===== config.mk =====
export PLATFORM = sky130hd
export DESIGN_NAME = gcd_job_scheduler
export DESIGN_NICKNAME = d
export VERILOG_FILES = /design/src/rtl/gcd_sched_pkg.sv /design/src/rtl/sync_fifo.sv /design/src/rtl/gcd_job_scheduler.sv
export SDC_FILE = /design/constraint.sdc
export NUM_CORES = 1
export LEC_CHECK = 0
export ABC_AREA = 1
export CORE_MARGIN = 1
export CORE_UTILIZATION = 58
export CTS_CLUSTER_SIZE = 28
export DETAILED_ROUTE_END_ITERATION = 8
export MAX_ROUTING_LAYER = met4
export PLACE_DENSITY = 0.8
export SYNTH_ARGS = -nofsm -noshare
export SYNTH_HDL_FRONTEND = slang
export SYNTH_SLANG_ARGS = --single-unit

===== constraint.sdc =====
create_clock -name clk -period 3.29 [get_ports clk]
set_input_delay 0.4935 -clock clk [delete_from_list [all_inputs] [get_ports clk]]
set_output_delay 0.4935 -clock clk [all_outputs]
set_load 0.01 [all_outputs]

===== src/rtl/gcd_sched_pkg.sv =====
// Shared definitions for the GCD job scheduler: register map, status layout, FSM states.
package gcd_sched_pkg;

   localparam int unsigned DATA_W = 32;
   localparam int unsigned ADDR_W = 16;

   localparam logic [ADDR_W-1:0] OFS_A1     = 16'h0000;
   localparam logic [ADDR_W-1:0] OFS_A2     = 16'h0008;
   localparam logic [ADDR_W-1:0] OFS_RES    = 16'h0010;
   localparam logic [ADDR_W-1:0] OFS_STATUS = 16'h0018;
   localparam logic [ADDR_W-1:0] OFS_CTRL   = 16'h0020;

   localparam int unsigned ST_JOB_FULL  = 0;
   localparam int unsigned ST_JOB_EMPTY = 1;
   localparam int unsigned ST_RES_FULL  = 2;
   localparam int unsigned ST_RES_EMPTY = 3;
   localparam int unsigned ST_BUSY      = 4;
   localparam int unsigned ST_OVERFLOW  = 5;
   localparam int unsigned ST_UNDERFLOW = 6;
   localparam int unsigned ST_TIMEOUT   = 7;
   localparam int unsigned ST_DONE_LSB  = 8;
   localparam int unsigned DONE_CNT_W   = 8;

   localparam int unsigned CTRL_FLUSH = 0;
   localparam int unsigned CTRL_CLEAR = 1;

   typedef enum logic [1:0] {
      S_IDLE,
      S_WAIT,
      S_STORE
   } state_e;

   typedef struct packed {
      logic [DATA_W-1:0] a;
      logic [DATA_W-1:0] b;
   } job_t;

endpackage


===== src/rtl/sync_fifo.sv =====
// Single-clock FIFO; a push into a full FIFO is accepted when a pop happens in the same cycle.
module sync_fifo #(
   parameter int unsigned WIDTH = 32,
   parameter int unsigned DEPTH = 4
) (
   input  logic                     clk,
   input  logic                     reset,
   input  logic                     flush,
   input  logic                     push,
   input  logic                     pop,
   input  logic [WIDTH-1:0]         wdata,
   output logic [WIDTH-1:0]         rdata,
   output logic                     full,
   output logic                     empty,
   output logic [$clog2(DEPTH):0]   count
);

   localparam int unsigned PW = $clog2(DEPTH);
   localparam int unsigned CW = PW + 1;

   logic [WIDTH-1:0] mem_q [DEPTH];
   logic [WIDTH-1:0] mem_d [DEPTH];
   logic [PW-1:0]    wr_ptr_q, wr_ptr_d;
   logic [PW-1:0]    rd_ptr_q, rd_ptr_d;
   logic [CW-1:0]    count_q, count_d;
   logic             push_ok, pop_ok;

   assign full    = (count_q == CW'(DEPTH));
   assign empty   = (count_q == '0);
   assign count   = count_q;
   assign rdata   = mem_q[rd_ptr_q];
   assign pop_ok  = pop && !empty;
   assign push_ok = push && (!full || pop_ok);

   always_comb begin
      mem_d    = mem_q;
      wr_ptr_d = wr_ptr_q;
      rd_ptr_d = rd_ptr_q;
      count_d  = count_q;
      if (flush) begin
         wr_ptr_d = '0;
         rd_ptr_d = '0;
         count_d  = '0;
      end else begin
         if (push_ok) begin
            mem_d[wr_ptr_q] = wdata;
            wr_ptr_d        = wr_ptr_q + PW'(1);
         end
         if (pop_ok) begin
            rd_ptr_d = rd_ptr_q + PW'(1);
         end
         count_d = count_q + CW'(push_ok) - CW'(pop_ok);
      end
   end

   always_ff @(posedge clk) begin
      if (reset) begin
         mem_q    <= '{default: '0};
         wr_ptr_q <= '0;
         rd_ptr_q <= '0;
         count_q  <= '0;
      end else begin
         mem_q    <= mem_d;
         wr_ptr_q <= wr_ptr_d;
         rd_ptr_q <= rd_ptr_d;
         count_q  <= count_d;
      end
   end

endmodule


===== src/rtl/gcd_job_scheduler.sv =====
// Bus-facing scheduler: queues operand pairs, launches them one at a time on the GCD core,
// guards each run with a watchdog, and queues results for the CPU.
module gcd_job_scheduler
   import gcd_sched_pkg::*;
#(
   parameter logic [15:0] BASE_ADDR = 16'h0100,
   parameter int unsigned DEPTH     = 4,
   parameter int unsigned TIMEOUT_W = 16
) (
   input  logic        clk,
   input  logic        reset,
   input  logic [15:0] saddress,
   input  logic        srd,
   input  logic        swr,
   input  logic [31:0] sdata_in,
   output logic [31:0] sdata_out,
   output logic [31:0] gpio_out,
   output logic        core_start,
   output logic        core_abort,
   output logic [31:0] core_a,
   output logic [31:0] core_b,
   input  logic        core_done,
   input  logic [31:0] core_result
);

   localparam int unsigned CW = $clog2(DEPTH) + 1;
   localparam logic [TIMEOUT_W-1:0] WD_MAX = '1;

   localparam logic [15:0] ADDR_A1     = BASE_ADDR + OFS_A1;
   localparam logic [15:0] ADDR_A2     = BASE_ADDR + OFS_A2;
   localparam logic [15:0] ADDR_RES    = BASE_ADDR + OFS_RES;
   localparam logic [15:0] ADDR_STATUS = BASE_ADDR + OFS_STATUS;
   localparam logic [15:0] ADDR_CTRL   = BASE_ADDR + OFS_CTRL;

   state_e                state_q, state_d;
   logic [TIMEOUT_W-1:0]  wd_q, wd_d;
   logic [31:0]           a1_q, a1_d;
   logic [31:0]           result_q, result_d;
   logic [31:0]           gpio_q, gpio_d;
   logic [31:0]           rdata_q, rdata_d;
   logic [31:0]           core_a_q, core_a_d;
   logic [31:0]           core_b_q, core_b_d;
   logic                  start_q, start_d;
   logic                  abort_q, abort_d;
   logic [DONE_CNT_W-1:0] done_cnt_q, done_cnt_d;
   logic                  ovf_q, ovf_d;
   logic                  udf_q, udf_d;
   logic                  tmo_q, tmo_d;

   logic        wr_a1, wr_a2, wr_ctrl, rd_res, rd_status;
   logic        flush, clear_sticky, tmo_set;
   logic        job_pop, res_push;
   job_t        job_wdata, job_head;
   logic        job_full, job_empty, res_full, res_empty;
   logic [CW-1:0] job_cnt, res_cnt;
   logic [31:0] res_head;
   logic [31:0] status_c;

   assign wr_a1        = swr && (saddress == ADDR_A1);
   assign wr_a2        = swr && (saddress == ADDR_A2);
   assign wr_ctrl      = swr && (saddress == ADDR_CTRL);
   assign rd_res       = srd && (saddress == ADDR_RES);
   assign rd_status    = srd && (saddress == ADDR_STATUS);
   assign flush        = wr_ctrl && sdata_in[CTRL_FLUSH];
   assign clear_sticky = wr_ctrl && sdata_in[CTRL_CLEAR];
   assign job_wdata    = '{a: a1_q, b: sdata_in};

   sync_fifo #(.WIDTH($bits(job_t)), .DEPTH(DEPTH)) u_job_fifo (
      .clk   (clk),
      .reset (reset),
      .flush (flush),
      .push  (wr_a2),
      .pop   (job_pop),
      .wdata (job_wdata),
      .rdata (job_head),
      .full  (job_full),
      .empty (job_empty),
      .count (job_cnt)
   );

   sync_fifo #(.WIDTH(32), .DEPTH(DEPTH)) u_res_fifo (
      .clk   (clk),
      .reset (reset),
      .flush (flush),
      .push  (res_push),
      .pop   (rd_res),
      .wdata (result_q),
      .rdata (res_head),
      .full  (res_full),
      .empty (res_empty),
      .count (res_cnt)
   );

   always_comb begin
      status_c               = '0;
      status_c[ST_JOB_FULL]  = (job_cnt == CW'(DEPTH));
      status_c[ST_JOB_EMPTY] = (job_cnt == '0);
      status_c[ST_RES_FULL]  = (res_cnt == CW'(DEPTH));
      status_c[ST_RES_EMPTY] = (res_cnt == '0);
      status_c[ST_BUSY]      = (state_q != S_IDLE);
      status_c[ST_OVERFLOW]  = ovf_q;
      status_c[ST_UNDERFLOW] = udf_q;
      status_c[ST_TIMEOUT]   = tmo_q;
      status_c[ST_DONE_LSB +: DONE_CNT_W] = done_cnt_q;
   end

   // Job sequencing; a flush overrides whatever the state would otherwise do this cycle.
   always_comb begin
      state_d    = state_q;
      wd_d       = wd_q;
      result_d   = result_q;
      gpio_d     = gpio_q;
      core_a_d   = core_a_q;
      core_b_d   = core_b_q;
      done_cnt_d = done_cnt_q;
      start_d    = 1'b0;
      abort_d    = 1'b0;
      job_pop    = 1'b0;
      res_push   = 1'b0;
      tmo_set    = 1'b0;
      case (state_q)
         S_IDLE: begin
            if (!job_empty) begin
               job_pop = 1'b1;
               if ((job_head.a == '0) || (job_head.b == '0)) begin
                  result_d = job_head.a | job_head.b;
                  state_d  = S_STORE;
               end else begin
                  core_a_d = job_head.a;
                  core_b_d = job_head.b;
                  start_d  = 1'b1;
                  wd_d     = '0;
                  state_d  = S_WAIT;
               end
            end
         end
         S_WAIT: begin
            if (core_done) begin
               result_d = core_result;
               state_d  = S_STORE;
            end else if (wd_q == WD_MAX) begin
               abort_d  = 1'b1;
               result_d = '0;
               tmo_set  = 1'b1;
               state_d  = S_STORE;
            end else begin
               wd_d = wd_q + TIMEOUT_W'(1);
            end
         end
         S_STORE: begin
            if (!res_full || rd_res) begin
               res_push   = 1'b1;
               gpio_d     = result_q;
               done_cnt_d = done_cnt_q + DONE_CNT_W'(1);
               state_d    = S_IDLE;
            end
         end
         default: state_d = S_IDLE;
      endcase
      if (flush) begin
         state_d    = S_IDLE;
         result_d   = result_q;
         gpio_d     = gpio_q;
         core_a_d   = core_a_q;
         core_b_d   = core_b_q;
         done_cnt_d = done_cnt_q;
         start_d    = 1'b0;
         abort_d    = (state_q == S_WAIT);
         job_pop    = 1'b0;
         res_push   = 1'b0;
         tmo_set    = 1'b0;
      end
   end

   // Bus side: operand latch, sticky flags and registered read data.
   always_comb begin
      a1_d  = wr_a1 ? sdata_in : a1_q;
      ovf_d = ovf_q;
      udf_d = udf_q;
      tmo_d = tmo_q;
      if (clear_sticky) begin
         ovf_d = 1'b0;
         udf_d = 1'b0;
         tmo_d = 1'b0;
      end
      if (wr_a2 && job_full && !job_pop) ovf_d = 1'b1;
      if (rd_res && res_empty)           udf_d = 1'b1;
      if (tmo_set)                       tmo_d = 1'b1;
      rdata_d = '0;
      if (rd_res && !res_empty) rdata_d = res_head;
      else if (rd_status)       rdata_d = status_c;
   end

   always_ff @(posedge clk) begin
      if (reset) begin
         state_q    <= S_IDLE;
         wd_q       <= '0;
         a1_q       <= '0;
         result_q   <= '0;
         gpio_q     <= '0;
         rdata_q    <= '0;
         core_a_q   <= '0;
         core_b_q   <= '0;
         start_q    <= 1'b0;
         abort_q    <= 1'b0;
         done_cnt_q <= '0;
         ovf_q      <= 1'b0;
         udf_q      <= 1'b0;
         tmo_q      <= 1'b0;
      end else begin
         state_q    <= state_d;
         wd_q       <= wd_d;
         a1_q       <= a1_d;
         result_q   <= result_d;
         gpio_q     <= gpio_d;
         rdata_q    <= rdata_d;
         core_a_q   <= core_a_d;
         core_b_q   <= core_b_d;
         start_q    <= start_d;
         abort_q    <= abort_d;
         done_cnt_q <= done_cnt_d;
         ovf_q      <= ovf_d;
         udf_q      <= udf_d;
         tmo_q      <= tmo_d;
      end
   end

   assign sdata_out  = rdata_q;
   assign gpio_out   = gpio_q;
   assign core_start = start_q;
   assign core_abort = abort_q;
   assign core_a     = core_a_q;
   assign core_b     = core_b_q;

endmodule


==> results.ini, run 1 <==
[yosys]
synth.most_common_cell = nand2_1
postSynthCellCount = 3871
ys_async_sr_fraction_pct = 0
seq_area_frac_synth_pct = 46.5
synth_enable_flop_cells = 0
syn-num-nets = 3972
synth_area_um2 = 26700
synthTopCellsByArea = dfxtp_1 47%, nand2_1 13%, a21oi_1 12%
synth_top_area_share_pct = 46.5
synth_area_leader_cell = dfxtp_1
synthTopCellsByCount = 931 x nand2_1, 642 x a21oi_1, 621 x dfxtp_1
synth-seq-cells = 621
yosys_warnings = 0
synth_cell_types = 35
syn_avg_cell_area_um2 = 6.91
synth_flop_cell = dfxtp_1

[timing]
period_minus_slack_ns = 2.90
setup_viol = 0
fmax_mhz = 345
setup_ws_ns = 0.393
clock_skew_ns = 0.0236
rsz0062_at_grt = no
relSlewSlack_pct = 36.3
drv_slew = 0
fin_tns_setup_ns = 0
fin_crit_sh_pct = 88.1
finalHoldViolCount = 0
worst_pin_slew_ns = 0.955

[drt]
drt_pass1_iterations = 6
wl_per_cell_um = 17.4
viasPerCell = 5.58
top_layer_used = met4
wl_met1_mm = 32.7
drc = 0
totalWireLength_mm = 80.0
drt_iter0_markers = 3068
met2_length_mm = 36.3
postRouteAntennaNets = 0
wl_met3_mm = 7.19
vias = 25700

[critical_path]
worstSetupEndpointType = register
critPathLaunchType = register
path_class = reg -> reg
crit_fanout = 68
required_ns = 3.80
cp.arrival_ns = 3.41
setup.worst_path.start = u_job_fifo.rd_ptr_q[0]
crit-reg2reg-launch = u_job_fifo.rd_ptr_q[0]

[die]
ios = 215
core-area_um2 = 45400
dieArea_um2 = 46900
die_w_um = 217
die_height_um = 217
initial_core_util_pct = 58.9
fp-row-count = 78

[pwr]
leakagePower_nw = 11.6
max-vdd-ir-drop_mv = 0.905
power_density_nw_per_um2 = 785

[global_route]
overflow = 0
grt_pass1_wl_mm = 126
track_usage_pct = 34.6
antenna_found_initial = 2
grt_pass1_vias = 23000
grt_max_degree = 141

[layout]
drive_gt1_share_pct = 4.97
area_growth_pct = 17.7
final_cells = 4603
final_nets = 4057
stdcell_area_um2 = 31500
nFillCells = 3838
fin_util_pct = 69.3

[place]
place_inst = 4493
dpl_cell_area_um2 = 29500
pre_cts_ws_ns = 0.131
place_hpwl_mm = 50.9
io_buffers = 214
gp_congestion = 0.917

[clocking]
clk_latency_ns = 0.65
clk_pin_slew_worst_paths_ns = 0.06
tritoncts = built
cts_buffers = 61
cts_resized = 0
postCtsHoldBufs = 0
cts_setup_buffers = 0
clk_path_buf_depth = 3
cts-root-buf = clkbuf_16
clkSinkCount = 621
htree_num_levels = 2

[worst_hold_path]
min-delay-start = reset
worstHoldPathType = in -> reg

[outcome]
status = finished, final reports clean

[flow_run]
drv_cap = 0

-- through the flow --
stage	power, mW	hold slack (ns)
after global placement	17.5	0.431
after detailed placement	17.6	0.435
after global routing	25.9	0.190
after CTS	24.6	0.159
final	24.7	0.184
after floorplan	14.6	0.424
-- worst paths after layout --
check	endpoint	slack [ns]	depth (start not counted)
worst max register to register	core_a[22]	0.39	17
worst min register to register	u_job_fifo.mem_q[205]	0.44	2
worst max-delay path	core_a[22]	0.39	17
worst min-delay path	u_res_fifo.mem_q[29]	0.18	2
-- cells in the final DEF, fill, tap and decap left out, types with 9 or more instances in the layout --
master	Yosys	final
o21ai_0	343	343
a21oi_1	642	642
o22ai_1	9	9
ha_1	14	14
clkbuf_8	0	13
inv_1	430	429
clkbuf_1	183	12
dfxtp_1	621	618
buf_12	0	24
nand3_1	207	200
clkinv_2	0	12
buf_4	10	52
nand4_1	17	17
clkbuf_16	0	61
nand2_1	931	931
nor2_1	307	302
a211oi_1	33	33
clkdlybuf4s50_1	0	213
nor3_1	15	15
-- cell type report --
type                    instances  area, um^2  area share, %
flip-flops and latches        621       12400           39.5
multi-input cells            2547       11600           36.9
repair buffers                290        3010           9.58
clock buffers                  86        1750           5.56
inverters                     435        1640           5.22
well taps                     600         751           2.39
clock inverters                22         249          0.791
diodes                          2        5.00         0.0159
-- routing by layer --
metal  track usage [%]  vias to the layer above
li1                  -                    12600
met4              16.3                        0
met5                 -                        -
met3              6.30                      238
met2              52.8                     1146
met1              44.3                    11700
-- cell families (layout without fill, tap and decap cells) --
| family | after synthesis | in the layout | synth area share, % |
|---|---|---|---|
| simple gates | 1489 | 1489 | 22.2 |
| xor+xnor | 6 | 6 | 0.197 |
| buf+inv | 703 | 833 | 10.4 |
| flops | 621 | 621 | 46.5 |
| other cells | 0 | 2 | 0 |
| compound gates | 1036 | 1036 | 19.9 |
| fa+ha+maj | 16 | 16 | 0.805 |
-- registers in the layout (all words and copies together), names as in the netlist, 2 cells and up --
register and cells:
a1_q 32, core_a 32, core_b 32, done_cnt_q 8
gpio_out 32, result_q 32, sdata_out 32, state_q 2
u_job_fifo.count 3, u_job_fifo.mem_q 256, u_job_fifo.rd_ptr_q 2, u_job_fifo.wr_ptr_q 2
u_res_fifo.count 3, u_res_fifo.mem_q 128, u_res_fifo.rd_ptr_q 2, u_res_fifo.wr_ptr_q 2
wd_q 16
-- worst max-delay path: stages (launching register included) --
cell,delay (ns)
dfxtp_4,0.37
clkinv_2,0.09
buf_12,0.22
buf_4,0.22
nand2_1,0.07
nand3_1,0.09
nand2_1,0.19
nand2_1,0.08
nor2_1,0.22
nand2_1,0.08
nor2_1,0.09
nand2_1,0.18
nand3_4,0.16
buf_12,0.26
buf_4,0.22
nand2_1,0.06
nand2_1,0.05
nor2_1,0.05
-- report_power, final --
| group | switching, mW | total, mW | internal [mW] |
|---|---|---|---|
| logic | 6.21 | 9.14 | 2.94 |
| registers | 0.478 | 8.53 | 8.06 |
| clock network | 3.00 | 7.01 | 4.01 |
(Power assumes the default switching activity.)
==> run 2, diff against run 1 <==
GPL_ROUTABILITY_DRIVEN = 1   (was not set)
==> results of run 2 <==
Same layout as run 1: the final DEF is identical, and so are final timing and power.
